**config.mk**
```make
export PLATFORM = sky130hd
export DESIGN_NAME = calc_display_ctrl
export DESIGN_NICKNAME = d
export VERILOG_FILES = /design/src/rtl/calc_disp_pkg.sv /design/src/rtl/bcd_digit_adj.sv /design/src/rtl/calc_display_ctrl.sv
export SDC_FILE = /design/constraint.sdc
export NUM_CORES = 1
export LEC_CHECK = 0
export ABC_AREA = 0
export BUFFER_PORTS_ARGS = -buffer_cell sky130_fd_sc_hd__buf_2
export CORE_MARGIN = 1.5
export CORE_UTILIZATION = 35
export DETAILED_ROUTE_END_ITERATION = 8
export SYNTH_ARGS = -nofsm -noshare
export SYNTH_HDL_FRONTEND = slang
export SYNTH_SLANG_ARGS = --single-unit
```
**constraint.sdc**
```tcl
create_clock -name clk -period 3.6 [get_ports clk]
set_input_delay 0.18 -clock clk [delete_from_list [all_inputs] [get_ports clk]]
set_output_delay 0.18 -clock clk [all_outputs]
set_load 0.1 [all_outputs]
```
**src/rtl/calc_disp_pkg.sv**
```systemverilog
// Shared digit codes, display limits and controller state encoding for calc_display_ctrl.
package calc_disp_pkg;

  localparam logic [3:0] DIG_MINUS = 4'hA;
  localparam logic [3:0] DIG_ERR   = 4'hE;
  localparam logic [3:0] DIG_BLANK = 4'hF;

  localparam int          NUM_DIGITS = 8;
  localparam int unsigned MAX_POS    = 99_999_999;
  localparam int unsigned MAX_NEG    = 9_999_999;

  typedef enum logic [1:0] {
    IDLE,
    LOAD,
    SHIFT,
    FORMAT
  } state_t;

endpackage

```
**src/rtl/bcd_digit_adj.sv**
```systemverilog
// One double-dabble correction cell: add 3 to a BCD nibble that is 5 or more.
module bcd_digit_adj (
  input  logic [3:0] din,
  output logic [3:0] dout
);

  assign dout = (din >= 4'd5) ? din + 4'd3 : din;

endmodule

```
**src/rtl/calc_display_ctrl.sv**
```systemverilog
// Binary-to-8-digit display sequencer (double-dabble) with blanking and overflow.
// Optional macro CALC_NEG_SIGN_EN enables the sign input and MINUS placement.
module calc_display_ctrl
  import calc_disp_pkg::*;
#(
  parameter int BIN_W = 27
) (
  input  logic             clk,
  input  logic             rst,
  input  logic             in_valid,
  output logic             in_ready,
  input  logic [BIN_W-1:0] in_value,
  input  logic             in_neg,
  output logic [3:0]       num0,
  output logic [3:0]       num1,
  output logic [3:0]       num2,
  output logic [3:0]       num3,
  output logic [3:0]       num4,
  output logic [3:0]       num5,
  output logic [3:0]       num6,
  output logic [3:0]       num7,
  output logic             done,
  output logic             ovf
);

  localparam int               CNT_W     = $clog2(BIN_W + 1);
  localparam logic [CNT_W-1:0] LAST_SHFT = CNT_W'(BIN_W - 1);
  localparam logic [BIN_W-1:0] MAX_POS_W = BIN_W'(MAX_POS);

  state_t            state, state_nxt;
  logic [CNT_W-1:0]  cnt;
  logic [BIN_W-1:0]  bin;
  logic [31:0]       bcd;
  logic [31:0]       bcd_adj;
  logic              ovf_det;
  logic              ovf_pend;
  logic [3:0]        disp [NUM_DIGITS];
  logic [3:0]        fmt  [NUM_DIGITS];
  logic [2:0]        msd;

`ifdef CALC_NEG_SIGN_EN
  localparam logic [BIN_W-1:0] MAX_NEG_W = BIN_W'(MAX_NEG);
  logic neg_r;
`else
  logic unused_neg;
  assign unused_neg = in_neg;
`endif

  assign in_ready = (state == IDLE);

  for (genvar g = 0; g < NUM_DIGITS; g++) begin : g_adj
    bcd_digit_adj u_adj (
      .din  (bcd[4*g +: 4]),
      .dout (bcd_adj[4*g +: 4])
    );
  end

  always_comb begin
`ifdef CALC_NEG_SIGN_EN
    ovf_det = (bin > MAX_POS_W) || (neg_r && (bin > MAX_NEG_W));
`else
    ovf_det = (bin > MAX_POS_W);
`endif
  end

  always_comb begin
    state_nxt = state;
    case (state)
      IDLE:    if (in_valid) state_nxt = LOAD;
      LOAD:    state_nxt = ovf_det ? FORMAT : SHIFT;
      SHIFT:   if (cnt == LAST_SHFT) state_nxt = FORMAT;
      FORMAT:  state_nxt = IDLE;
      default: state_nxt = IDLE;
    endcase
  end

  // Digit formatting from the finished BCD accumulator
  always_comb begin
    msd = 3'd0;
    for (int i = 0; i < NUM_DIGITS; i++) begin
      if (bcd[4*i +: 4] != 4'd0) msd = 3'(i);
    end
    for (int i = 0; i < NUM_DIGITS; i++) begin
      fmt[i] = (3'(i) <= msd) ? bcd[4*i +: 4] : DIG_BLANK;
    end
`ifdef CALC_NEG_SIGN_EN
    if (neg_r && (bcd != 32'd0) && (msd != 3'd7)) fmt[msd + 3'd1] = DIG_MINUS;
`endif
    if (ovf_pend) begin
      for (int i = 0; i < NUM_DIGITS; i++) fmt[i] = DIG_BLANK;
      fmt[0] = DIG_ERR;
    end
  end

  always_ff @(posedge clk or posedge rst) begin
    if (rst) begin
      state    <= IDLE;
      cnt      <= '0;
      done     <= 1'b0;
      ovf      <= 1'b0;
      ovf_pend <= 1'b0;
`ifdef CALC_NEG_SIGN_EN
      neg_r    <= 1'b0;
`endif
      disp[0]  <= 4'd0;
      for (int i = 1; i < NUM_DIGITS; i++) disp[i] <= DIG_BLANK;
    end else begin
      state <= state_nxt;
      done  <= (state == FORMAT);
      case (state)
        IDLE: begin
          if (in_valid) begin
            ovf <= 1'b0;
`ifdef CALC_NEG_SIGN_EN
            neg_r <= in_neg;
`endif
          end
        end
        LOAD: begin
          cnt      <= '0;
          ovf_pend <= ovf_det;
        end
        SHIFT:   cnt <= cnt + 1'b1;
        FORMAT: begin
          ovf <= ovf_pend;
          for (int i = 0; i < NUM_DIGITS; i++) disp[i] <= fmt[i];
        end
        default: ;
      endcase
    end
  end

  // The shift register captures the operand directly at accept; LOAD clears the BCD half
  always_ff @(posedge clk) begin
    case (state)
      IDLE:    if (in_valid) bin <= in_value;
      LOAD:    bcd <= '0;
      SHIFT:   {bcd, bin} <= {bcd_adj[30:0], bin, 1'b0};
      default: ;
    endcase
  end

  assign num0 = disp[0];
  assign num1 = disp[1];
  assign num2 = disp[2];
  assign num3 = disp[3];
  assign num4 = disp[4];
  assign num5 = disp[5];
  assign num6 = disp[6];
  assign num7 = disp[7];

endmodule

```
==> summary.txt <==
Placement
  • PortBufs: 64
  • Post-placement cell count: 632
  • Placer Congestion: 0.762
  • Post-DP HPWL: 6500 um

Cells and area
  • Fin cells: 649
  • Share of cells above drive strength 1: 32.2%
  • Util after Layout: 41.7%
  • Fill cell count: 1307
  • Number of diodes: 0
  • Final nets: 519
  • Area grow syn2layout: 16.6%

Floorplan
  • Io pins: 66
  • Initial Util: 35.7%
  • Site Rows: 43
  • Die height: 122 um
  • Die X: 122 um
  • Core region area: 13800 um2
  • Die Area: 14800 um2

STA
  • Post-route setup TNS: 0 ps
  • Worst Skew: 10.7 ps
  • Final setup vio count: 0
  • Worst Tran Pin Value: 645 ps
  • RSZ-0062 raised after global routing: false
  • Max_slew headroom: 57.0%
  • Final hold vios: 0
  • Max Fclk: 0.469 GHz
  • Post-layout min period: 2130 ps
  • Fin Hold WS: 143 ps
  • Fin crit share: 59.3%
  • Slew Limit Fails: 0

GRT
  • Global route overflow: 0
  • Met1 GRT Util: 17.8%
  • GRT met3 Usage: 4.31%
  • Vias in the first global route: 3318
  • Initial antenna violation count: 0
  • Largest net degree at the start of global routing: 43
  • First-pass GRT wire length: 16200 um
  • Met2 GRT Util: 22.6%
  • Grt peak-use layer: met2
  • Tot GR Track Use: 13.8%

Drt
  • DRT Pass-1 Iters: 5
  • DRC viols: 0
  • DR vias: 3211
  • DR WL/cell: 14.6 um
  • Post-Route WL: 9470 um
  • Vias per cell: 4.95
  • DRT iter0 DRCs: 246
  • Remaining antenna violation count after routing: 0

Worst setup path
  • Critical-path maximum fanout: 35
  • Req. time, crit path: 3820 ps
  • CP max stage delay: 450 ps
  • Crit-path most repeated cell: nand2_1
  • CP cell instances: inv_1 > ha_1 > buf_4 > nand2_1 > nand2_1 > mux2_2
  • WP data arrival: 2350 ps
  • Crit Path Class: reg2reg
  • CP endpoint kind: flop
  • Critical Path Start Type: flop
  • Worst path slowest cell: dfrtp_1

Clock network
  • Root Driver: clkbuf_16
  • Clock transition at the registers of the reported paths: 60 ps
  • Cts bufs inserted: 9
  • CTS sink count: 101
  • CTS max path bufs: 2
  • Number of H-tree levels: 3
  • Post-CTS resize count: 0
  • CTS tree: done
  • Clk_lat worst skew: 340 ps
  • # hold bufs at CTS: 1
  • Postcts setup bufs: 0

Yosys
  • Top cells by count, synth: 59 x edfxtp_1, 31 x nor2_1, 28 x dfstp_2, 28 x nand2_1, 27 x mux2_2
  • Syn Nets: 450
  • Ys async rst share: 41.6%
  • Most frequent cell after synthesis: edfxtp_1
  • Syn avg cell area: 12.5 um2
  • Syn Inst Count: 395
  • Post-synth EDFFs: 59
  • Top_reg_cell synth: edfxtp_1
  • Post-synthesis sequential area ratio: 57.8%
  • Yosys warning count: 0
  • Top cells by area, synth: edfxtp_1 36%, dfstp_2 15%, dfrtp_1 7.1%, mux2_2 6.2%, ha_1 6.1%
  • Yosys top cell by area: edfxtp_1
  • Yosys reg bits: 101
  • Synth top area share: 35.9%
  • Cell Area, Synth: 4940 um2
  • Synth cell types: 44

Min path
  • HP Class: in2reg

Run status
  • Status: complete, no violations

Job
  • MaxCap Viol Count: 0
## state kept, by name (all words and copies together) (netlist names)
register  cells
cnt           5
num7          4
num4          4
ovf_pend      1
num2          4
num3          4
num6          4
num5          4
num1          4
state         2
done          1
bin          27
ovf           1
bcd          32
num0          4
## metal layers
layer  up-vias  part of all wire, %
met3        10                  6.0
met5         -                    0
met4         0                 0.80
li1       1584                    -
met2        83                   46
met1      1534                   47
## cell type report
| cell class | count | area (um2) | area share (%) |
|---|---|---|---|
| sequential | 101 | 2860 | 49.6 |
| clock inverter | 7 | 46.3 | 0.804 |
| multi-input combinational | 257 | 1940 | 33.7 |
| inverter | 24 | 90.1 | 1.56 |
| tap | 180 | 225 | 3.91 |
| timing repair buffer | 71 | 375 | 6.52 |
| clock buffer | 9 | 225 | 3.91 |
## kinds of logic (layout without fill, tap and decap cells)
logic type	after synthesis	after routing	share of synthesized area [%]
muxes	27	27	6.15
adders and majority gates	24	24	6.08
and+or+nand+nor	107	107	11.7
xor gates and xnor gates	15	15	2.66
buffers and inverters	37	111	2.96
DFF	101	101	57.8
AOI/OAI and AO/OA	84	84	12.6
## final timing paths
| kind | start | end | slack (ps) | depth (start not counted) |
|---|---|---|---|---|
| worst max-delay path | state[0]$_DFFE_PP0P_ | state[1]$_DFFE_PP0P_ | 1470 | 6 |
| worst min-delay path | in_value[0] | bin[0]$_SDFFCE_PP0P_ | 140 | 2 |
| worst max register to register | state[0]$_DFFE_PP0P_ | state[1]$_DFFE_PP0P_ | 1470 | 6 |
| worst min register to register | ovf$_DFFE_PP0P_ | ovf$_DFFE_PP0P_ | 500 | 1 |
| max in group asynchronous | rst | num3[0]$_DFFE_PP1P_ | 2690 | 4 |
| min in group asynchronous | rst | cnt[3]$_DFFE_PP0P_ | 530 | 4 |
## placed cells by master (no fill, tap or decap), drive strengths merged, types with 3 or more instances in the layout
| cell | instances |
|---|---|
| nand2b | 10 |
| a21oi | 13 |
| o22ai | 3 |
| a21o | 9 |
| o21ai | 15 |
| dfrtp | 14 |
| nand3 | 6 |
| o32a | 12 |
| buf | 70 |
| xnor2 | 15 |
| nor2b | 4 |
| nand4 | 3 |
| nor3b | 6 |
| o22a | 18 |
| inv | 26 |
| mux2 | 27 |
| nand2 | 28 |
| a211oi | 9 |
| clkinv | 5 |
| clkbuf | 9 |
| dfstp | 28 |
| ha | 24 |
| nor2 | 32 |
| and3 | 9 |
| edfxtp | 59 |
| nor3 | 4 |
## worst max-delay path, delay by kind of cell (launching register included)
| kind | cells | cell delay [ps] |
|---|---|---|
| buffers and inverters | 2 | 580 |
| flip-flops | 1 | 450 |
| adder cells (fa/ha/maj) | 1 | 390 |
| multiplexers | 1 | 330 |
| AND/OR/NAND/NOR | 2 | 270 |
## stage by stage
stage | worst slack [ps] | area, um2
after floorplan | 679 | 4940
after global placement | 1510 | 5480
after detailed placement | 1450 | 5480
after CTS | 1440 | 5760
after global routing | 1320 | 5760
final | 1470 | 5760
Power is left out: the tool's default activity adds up to more than one toggle a clock period on the data nets, which glitch-free logic cannot reach.
